[config.mk]
export PLATFORM = sky130hd
export DESIGN_NAME = jamma_joy_scanner_flat
export DESIGN_NICKNAME = d
export VERILOG_FILES = /design/src/rtl/jamma_joy_scanner_if.sv /design/src/rtl/jamma_joy_scanner.sv /design/src/flat_wrapper.sv
export SDC_FILE = /design/constraint.sdc
export NUM_CORES = 1
export LEC_CHECK = 0
export BUFFER_PORTS_ARGS = -buffer_cell sky130_fd_sc_hd__buf_2
export CAP_MARGIN = 25
export CORE_AREA = 3 3 105 107
export DETAILED_ROUTE_END_ITERATION = 16
export DIE_AREA = 0 0 108 110
export REMOVE_ABC_BUFFERS = 1
export SLEW_MARGIN = 20
export SYNTH_ARGS = -nofsm -noshare
export SYNTH_HDL_FRONTEND = slang
export SYNTH_SLANG_ARGS = --single-unit
[constraint.sdc]
create_clock -name clk12 -period 3.45 [get_ports clk12]
set_input_delay 0.69 -clock clk12 [delete_from_list [all_inputs] [get_ports clk12]]
set_output_delay 0.69 -clock clk12 [all_outputs]
set_load 0.1 [all_outputs]
[src/rtl/jamma_joy_scanner_if.sv]
// ============================================================================
// Module   : jamma_joy_scanner_if
// Purpose  : JAMMA joystick bus bundle between the edge connector side and the
//            scanner (raw switches in, debounced levels and mux select out).
// Revision : 1.0
// ============================================================================
`default_nettype none
`timescale 1ns/1ps

interface jamma_joy_scanner_if;
    logic [7:0] jjoy;
    logic [5:0] zx_joy;
    logic [1:0] jcoin;
    logic       jselect;
    logic [7:0] joy1;
    logic [7:0] joy2;
    logic [1:0] coin;
    logic       scan_done;

    modport master (
        output jjoy, zx_joy, jcoin,
        input  jselect, joy1, joy2, coin, scan_done
    );

    modport slave (
        input  jjoy, zx_joy, jcoin,
        output jselect, joy1, joy2, coin, scan_done
    );
endinterface

`default_nettype wire

[src/rtl/jamma_joy_scanner.sv]
// ============================================================================
// Module   : jamma_joy_scanner
// Purpose  : Time-multiplexed JAMMA P1/P2 joystick scanner with per-bit
//            debounce, coin debounce and on-board joystick merge.
// Revision : 1.0
// ============================================================================
`default_nettype none
`timescale 1ns/1ps

module jamma_joy_scanner #(
    parameter int SETTLE     = 4,
    parameter int DB_SAMPLES = 3
) (
    input  wire logic            clk12,
    input  wire logic            RESET_L,
    jamma_joy_scanner_if.slave   io
);

    localparam int CNT_W = 4;

    typedef enum logic [1:0] {
        SETTLE_P1 = 2'd0,
        SAMPLE_P1 = 2'd1,
        SETTLE_P2 = 2'd2,
        SAMPLE_P2 = 2'd3
    } state_t;

    state_t                         state_q, state_d;
    logic [CNT_W-1:0]               settle_cnt_q, settle_cnt_d;
    logic                           jselect_q;
    logic                           scan_done_q;

    logic [7:0]                     jjoy_meta_q, jjoy_sync_q;
    logic [5:0]                     zx_meta_q, zx_sync_q;
    logic [1:0]                     coin_meta_q, coin_sync_q;

    // Histories are stored per bit so each bit's samples form one vector.
    logic [7:0][DB_SAMPLES-1:0]     p1_hist_q, p1_hist_d;
    logic [7:0][DB_SAMPLES-1:0]     p2_hist_q, p2_hist_d;
    logic [1:0][DB_SAMPLES-1:0]     coin_hist_q, coin_hist_d;
    logic [7:0]                     p1_db_q, p1_db_d;
    logic [7:0]                     p2_db_q, p2_db_d;
    logic [1:0]                     coin_db_q, coin_db_d;
    logic [7:0]                     joy1_q;

    always_ff @(posedge clk12 or negedge RESET_L) begin
        if (!RESET_L) begin
            jjoy_meta_q <= '1;
            jjoy_sync_q <= '1;
            zx_meta_q   <= '1;
            zx_sync_q   <= '1;
            coin_meta_q <= '1;
            coin_sync_q <= '1;
        end else begin
            jjoy_meta_q <= io.jjoy;
            jjoy_sync_q <= jjoy_meta_q;
            zx_meta_q   <= io.zx_joy;
            zx_sync_q   <= zx_meta_q;
            coin_meta_q <= io.jcoin;
            coin_sync_q <= coin_meta_q;
        end
    end

    // Settle counter is zero on entry to every settle state.
    always_comb begin
        state_d      = state_q;
        settle_cnt_d = '0;
        case (state_q)
            SETTLE_P1: begin
                if (settle_cnt_q == CNT_W'(SETTLE - 1)) state_d = SAMPLE_P1;
                else settle_cnt_d = settle_cnt_q + 1'b1;
            end
            SAMPLE_P1: state_d = SETTLE_P2;
            SETTLE_P2: begin
                if (settle_cnt_q == CNT_W'(SETTLE - 1)) state_d = SAMPLE_P2;
                else settle_cnt_d = settle_cnt_q + 1'b1;
            end
            SAMPLE_P2: state_d = SETTLE_P1;
            default:   state_d = SETTLE_P1;
        endcase
    end

    // A bit flips only when its whole history (including the sample being
    // taken now) agrees, so the new level appears right after the sample state.
    always_comb begin
        p1_hist_d   = p1_hist_q;
        p2_hist_d   = p2_hist_q;
        coin_hist_d = coin_hist_q;
        p1_db_d     = p1_db_q;
        p2_db_d     = p2_db_q;
        coin_db_d   = coin_db_q;
        for (int b = 0; b < 8; b++) begin
            if (state_q == SAMPLE_P1)
                p1_hist_d[b] = {p1_hist_q[b][DB_SAMPLES-2:0], jjoy_sync_q[b]};
            if (state_q == SAMPLE_P2)
                p2_hist_d[b] = {p2_hist_q[b][DB_SAMPLES-2:0], jjoy_sync_q[b]};
            if (&p1_hist_d[b])       p1_db_d[b] = 1'b1;
            else if (~|p1_hist_d[b]) p1_db_d[b] = 1'b0;
            if (&p2_hist_d[b])       p2_db_d[b] = 1'b1;
            else if (~|p2_hist_d[b]) p2_db_d[b] = 1'b0;
        end
        for (int c = 0; c < 2; c++) begin
            if ((state_q == SAMPLE_P1) || (state_q == SAMPLE_P2))
                coin_hist_d[c] = {coin_hist_q[c][DB_SAMPLES-2:0], coin_sync_q[c]};
            if (&coin_hist_d[c])       coin_db_d[c] = 1'b1;
            else if (~|coin_hist_d[c]) coin_db_d[c] = 1'b0;
        end
    end

    always_ff @(posedge clk12 or negedge RESET_L) begin
        if (!RESET_L) begin
            state_q      <= SETTLE_P1;
            settle_cnt_q <= '0;
            jselect_q    <= 1'b0;
            scan_done_q  <= 1'b0;
            p1_hist_q    <= '1;
            p2_hist_q    <= '1;
            coin_hist_q  <= '1;
            p1_db_q      <= '1;
            p2_db_q      <= '1;
            coin_db_q    <= '1;
            joy1_q       <= '1;
        end else begin
            state_q      <= state_d;
            settle_cnt_q <= settle_cnt_d;
            jselect_q    <= (state_d == SETTLE_P2) || (state_d == SAMPLE_P2);
            scan_done_q  <= (state_q == SAMPLE_P2);
            p1_hist_q    <= p1_hist_d;
            p2_hist_q    <= p2_hist_d;
            coin_hist_q  <= coin_hist_d;
            p1_db_q      <= p1_db_d;
            p2_db_q      <= p2_db_d;
            coin_db_q    <= coin_db_d;
            joy1_q       <= p1_db_d & {2'b11, zx_sync_q};
        end
    end

    assign io.jselect   = jselect_q;
    assign io.scan_done = scan_done_q;
    assign io.joy1      = joy1_q;
    assign io.joy2      = p2_db_q;
    assign io.coin      = coin_db_q;

endmodule

`default_nettype wire
[src/flat_wrapper.sv]
// flat-port wrapper written by rule: the top's interface ports become plain ports
module jamma_joy_scanner_flat 
#(
    parameter int SETTLE     = 4,
    parameter int DB_SAMPLES = 3
)
  (clk12, RESET_L, io_jjoy, io_zx_joy, io_jcoin, io_jselect, io_joy1, io_joy2, io_coin, io_scan_done);
  jamma_joy_scanner_if io_i ();
  input  wire logic clk12;
  input  wire logic RESET_L;
  input wire logic [$bits(io_i.jjoy)-1:0] io_jjoy;
  input wire logic [$bits(io_i.zx_joy)-1:0] io_zx_joy;
  input wire logic [$bits(io_i.jcoin)-1:0] io_jcoin;
  output wire logic [$bits(io_i.jselect)-1:0] io_jselect;
  output wire logic [$bits(io_i.joy1)-1:0] io_joy1;
  output wire logic [$bits(io_i.joy2)-1:0] io_joy2;
  output wire logic [$bits(io_i.coin)-1:0] io_coin;
  output wire logic [$bits(io_i.scan_done)-1:0] io_scan_done;
  assign io_i.jjoy = io_jjoy;
  assign io_i.zx_joy = io_zx_joy;
  assign io_i.jcoin = io_jcoin;
  assign io_jselect = io_i.jselect;
  assign io_joy1 = io_i.joy1;
  assign io_joy2 = io_i.joy2;
  assign io_coin = io_i.coin;
  assign io_scan_done = io_i.scan_done;
  jamma_joy_scanner #(.SETTLE(SETTLE), .DB_SAMPLES(DB_SAMPLES)) u_core (.clk12(clk12), .RESET_L(RESET_L), .io(io_i));
endmodule
==> parameters.txt <==
Parameter                              Value

Worst setup path
  Reg2reg start    u_core.state_q[0]
  Crit Reg-Reg Endpoint    u_core.io.joy2[3]
  Delay of the slowest critical-path stage    roughly 560 ps
  Critical path buffer and inverter count    1
  Kind of cell adding the most delay to the critical path    flip-flops
  Max stage delay cell, worst path    sky130_fd_sc_hd__dfstp_2
  Critical path fanouts, max    3
  Setup slack on the worst flop-to-flop path    roughly 1400 ps
  Crit path required time    roughly 2800 ps
  Worst-case reg-to-reg path depth    4
  Type of the worst setup path    flop to output pin
  Element type at the critical path end    output pin
  Data arrival, critical path    between 1000 and 1500 ps
  Critical-path cell list    buf_2
  Launching element type of the critical path    flop

Flow run
  Maxcap violations    0

Yosys
  Summed instance area of the synthesized netlist    4500 µm²
  Cell count after synthesis    281
  Main combinational cell family by area after synthesis    multiplexers
  Area share of xor/xnor cells in the synthesized design    less than 1%
  Share of synthesized flip-flops with an asynchronous set or reset    100%
  Share of Yosys cell area claimed by the top area cell type    approximately 64%
  Proportion of synthesized area in mux cells    between 15 and 20%
  EDFF count, synth    0
  Most used DFF post-synth    sky130_fd_sc_hd__dfstp_2
  Adder and majority gate portion of the synthesized area    1.67%
  Number of storage elements in the synthesis netlist    117
  Synth warnings    0
  Leading cell types by total area after synthesis    sky130_fd_sc_hd__dfstp_2 64%, sky130_fd_sc_hd__mux2_4 8.7%, sky130_fd_sc_hd__mux2_1 5.0%
  Avg Synthesized Cell Area    16.0 µm²
  Sequential fraction of the synthesis area    about two thirds
  Library cell with the largest summed area after synthesis    sky130_fd_sc_hd__dfstp_2
  Synth Area in Simple Gates    between 2 and 3%
  Yosys cell types    29
  Area fraction in compound gates after synthesis    just under 9%

STA
  Crit share post-route    between 60% and 70%
  Min Clock Period, post-route    roughly 2200 ps
  Number of max-slew violations in the final report    0
  Number of failing hold endpoints at the final stage    0
  Setup_tns    0 ps
  Unrepaired setup endpoints after global routing    no
  Transition time at the pin with the least slew margin    ~950 ps
  Count of endpoints failing setup in the final report    0
  Worst Hold Slack    277 ps
  Slew margin rel.    36.9%
  Maximum operating frequency    458 MHz
  Post-Route Skew    around 6 ps
  Slack of the critical path    approximately 1300 ps

Floorplanning
  Standard-cell rows    37
  I/O pin total    38
  CORE AREA    ~10000 µm²
  Overall die area    11900 µm²
  Y dimension of the die    110 µm
  Horizontal die dimension    roughly 110 µm
  Starting Density    44.0%

Route
  Via count normalized by instance count    4.70
  Starting DRC count in detailed routing    63
  Post-detailed-route wirelength per cell    between 10 and 15 µm
  Number of nets with antenna violations after detailed routing    0
  Number of DRC violations after detailed routing    0
  Final wirelength    6750 µm
  Number of iterations in the first detailed-routing pass    4
  Vias    roughly 2200

Placed design
  Setup slack at placement    1340 ps
  Buffers added on ports    37
  Detail Placement HPWL    4200 µm
  Inst Count DP    about 450
  Global placer's final weighted congestion    0.688
  Cell area after placement    4810 µm²

Pwr
  Net Sw Frac    24.6%
  Int Pwr    ~2.7 mW
  Final Power    around 3.6 mW
  Fraction of power consumed by the clock network    between 40 and 50%
  Gate power share    just over 10%
  Worst VDD drop    between 0.3 and 0.4 mV
  Power spent charging and discharging nets    0.886 mW
  Sequential share of power    between 40% and 50%
  Power Dens Cells    668 nW/µm²
  Leakage power summed over all cells    about 2.4 nW

Clock tree
  Number of buffers added for setup after CTS    0
  Hold Buf Count CTS    0
  Clk Latency, worst-skew pair    510 ps
  CTS Root Buffer Type    sky130_fd_sc_hd__clkbuf_8
  Number of gates given a new drive strength after cts    0
  Sinks on the clock net    roughly 120
  Maximum level of the CTS H-tree    4
  Post-CTS clock slew at the launch and capture registers of the worst setup and hold paths    around 50 ps
  TritonCTS clock tree    done
  TritonCTS buffer count    17
  Maximum root-to-sink buffer count    2

Final layout
  Share of final-layout standard cells stronger than drive strength 1    about 62%
  Area Growth Syn to Fin    19.7%
  Number of nets in the final layout    355
  Final core utilization    between 50% and 60%
  Number of filler instances in the final layout    about 840
  Diode count    0
  Final standard cell area without fillers    between 5000 and 6000 µm²
  Count of non-filler cells in the finished layout    478

Global routing
  GR Util All Layers    between 10% and 20%
  Pin count of the biggest net entering global routing    77
  Via count of the first global-routing pass    2413
  Wire length of the first global-routing pass    between 10000 and 15000 µm
  Total global routing overflow    0
  Antenna violations before repair    0

Worst hold path
  Endpoint, Worst Hold    u_core.zx_meta_q[2]
  Hold wc startpoint    io_zx_joy[2]
  Path category of the worst min-delay check    input pin to flop
  Worst Hold Path Cells    1

Status
  Outcome    finished clean
[area by class of cell]
type                    count  area (µm²)  area share (%)
multi-input cells         147        1320            24.6
inverters                   8        30.0           0.558
well taps                 136         170            3.16
clock inverters             8         100            1.86
repair buffers             40         223            4.14
clock buffers              22         473            8.78
flip-flops and latches    117        3070            56.9
[how the worst max path moves through the flow]
stage                                 start                end  slack, ps  cells past startpoint
after CTS                 u_core.io.joy2[3]         io_joy2[3]       1230                      1
after floorplan           u_core.io.jselect  u_core.io.joy2[0]        520                      4
after global routing      u_core.io.joy2[3]         io_joy2[3]       1220                      1
after global placement    u_core.state_q[0]  u_core.io.joy2[6]       1380                      4
final                     u_core.io.joy2[7]         io_joy2[7]       1270                      1
after detailed placement  u_core.state_q[0]  u_core.io.joy2[3]       1340                      4
[per-layer routing]
layer	track usage (%)	routed length (µm)	up-vias
met1	16.4	3270	1118
met4	7.30	130	0
met2	19.5	3050	41
li1	-	-	1076
met5	0	0	-
met3	5.01	303	10
[synthesized netlist by cell type (all sizes together) (5+ instances only)]
cell   number
dfstp     110
nand2       6
a21o       12
o22ai       5
mux2       52
nor2        5
ha          6
a21oi       7
dfrtp       7
buf         9
inv         8
a21bo      10
and2        5
o21ai      25
[layout by cell type (no fill, tap or decap), types with 2 or more instances in the layout]
master / instances
sky130_fd_sc_hd__o22ai_1: 5
sky130_fd_sc_hd__a21oi_1: 7
sky130_fd_sc_hd__mux2_2: 6
sky130_fd_sc_hd__and2_1: 5
sky130_fd_sc_hd__nor2_1: 4
sky130_fd_sc_hd__ha_1: 5
sky130_fd_sc_hd__a21bo_1: 10
sky130_fd_sc_hd__mux2_4: 26
sky130_fd_sc_hd__mux2i_1: 3
sky130_fd_sc_hd__nor3b_1: 3
sky130_fd_sc_hd__mux2_1: 20
sky130_fd_sc_hd__buf_2: 36
sky130_fd_sc_hd__inv_1: 8
sky130_fd_sc_hd__a21o_1: 12
sky130_fd_sc_hd__clkbuf_16: 16
sky130_fd_sc_hd__o21a_1: 2
sky130_fd_sc_hd__nand2_1: 6
sky130_fd_sc_hd__buf_4: 3
sky130_fd_sc_hd__clkinv_2: 3
sky130_fd_sc_hd__bufinv_16: 2
sky130_fd_sc_hd__clkbuf_8: 5
sky130_fd_sc_hd__dfstp_2: 110
sky130_fd_sc_hd__o21ai_0: 9
sky130_fd_sc_hd__dfrtp_1: 7
sky130_fd_sc_hd__o21ai_1: 16
sky130_fd_sc_hd__clkinv_4: 2
[power by group through the flow]
stage | registers, mW | clock network [mW] | logic (mW)
floorplan | 1.77 | 0 | 0.101
global placement | 1.59 | 0 | 0.364
detailed placement | 1.59 | 0 | 0.369
CTS | 1.57 | 1.71 | 0.371
global route | 1.58 | 1.78 | 0.391
finish | 1.57 | 1.66 | 0.365
[sequential cells by signal (all words and copies together), names as in the netlist, 2 cells and up]
register,flops
u_core.coin_hist_q,6
u_core.io.coin,2
u_core.jjoy_meta_q,8
u_core.settle_cnt_q,4
u_core.coin_sync_q,2
u_core.io.joy2,8
u_core.zx_meta_q,6
u_core.jjoy_sync_q,8
u_core.p1_db_q,7
u_core.p1_hist_q,24
u_core.io.joy1,7
u_core.coin_meta_q,2
u_core.zx_sync_q,6
u_core.p2_hist_q,24
[cells by family (layout without fill, tap and decap cells)]
| logic type | Yosys count | in the layout |
|---|---|---|
| multiplexers | 55 | 55 |
| buffers and inverters | 17 | 78 |
| AO/OA/AOI/OAI | 61 | 61 |
| flip-flops | 117 | 117 |
| adder cells (fa/ha/maj) | 6 | 6 |
| AND/OR/NAND/NOR | 24 | 24 |
| XOR/XNOR | 1 | 1 |
(Power assumes the default switching activity.)
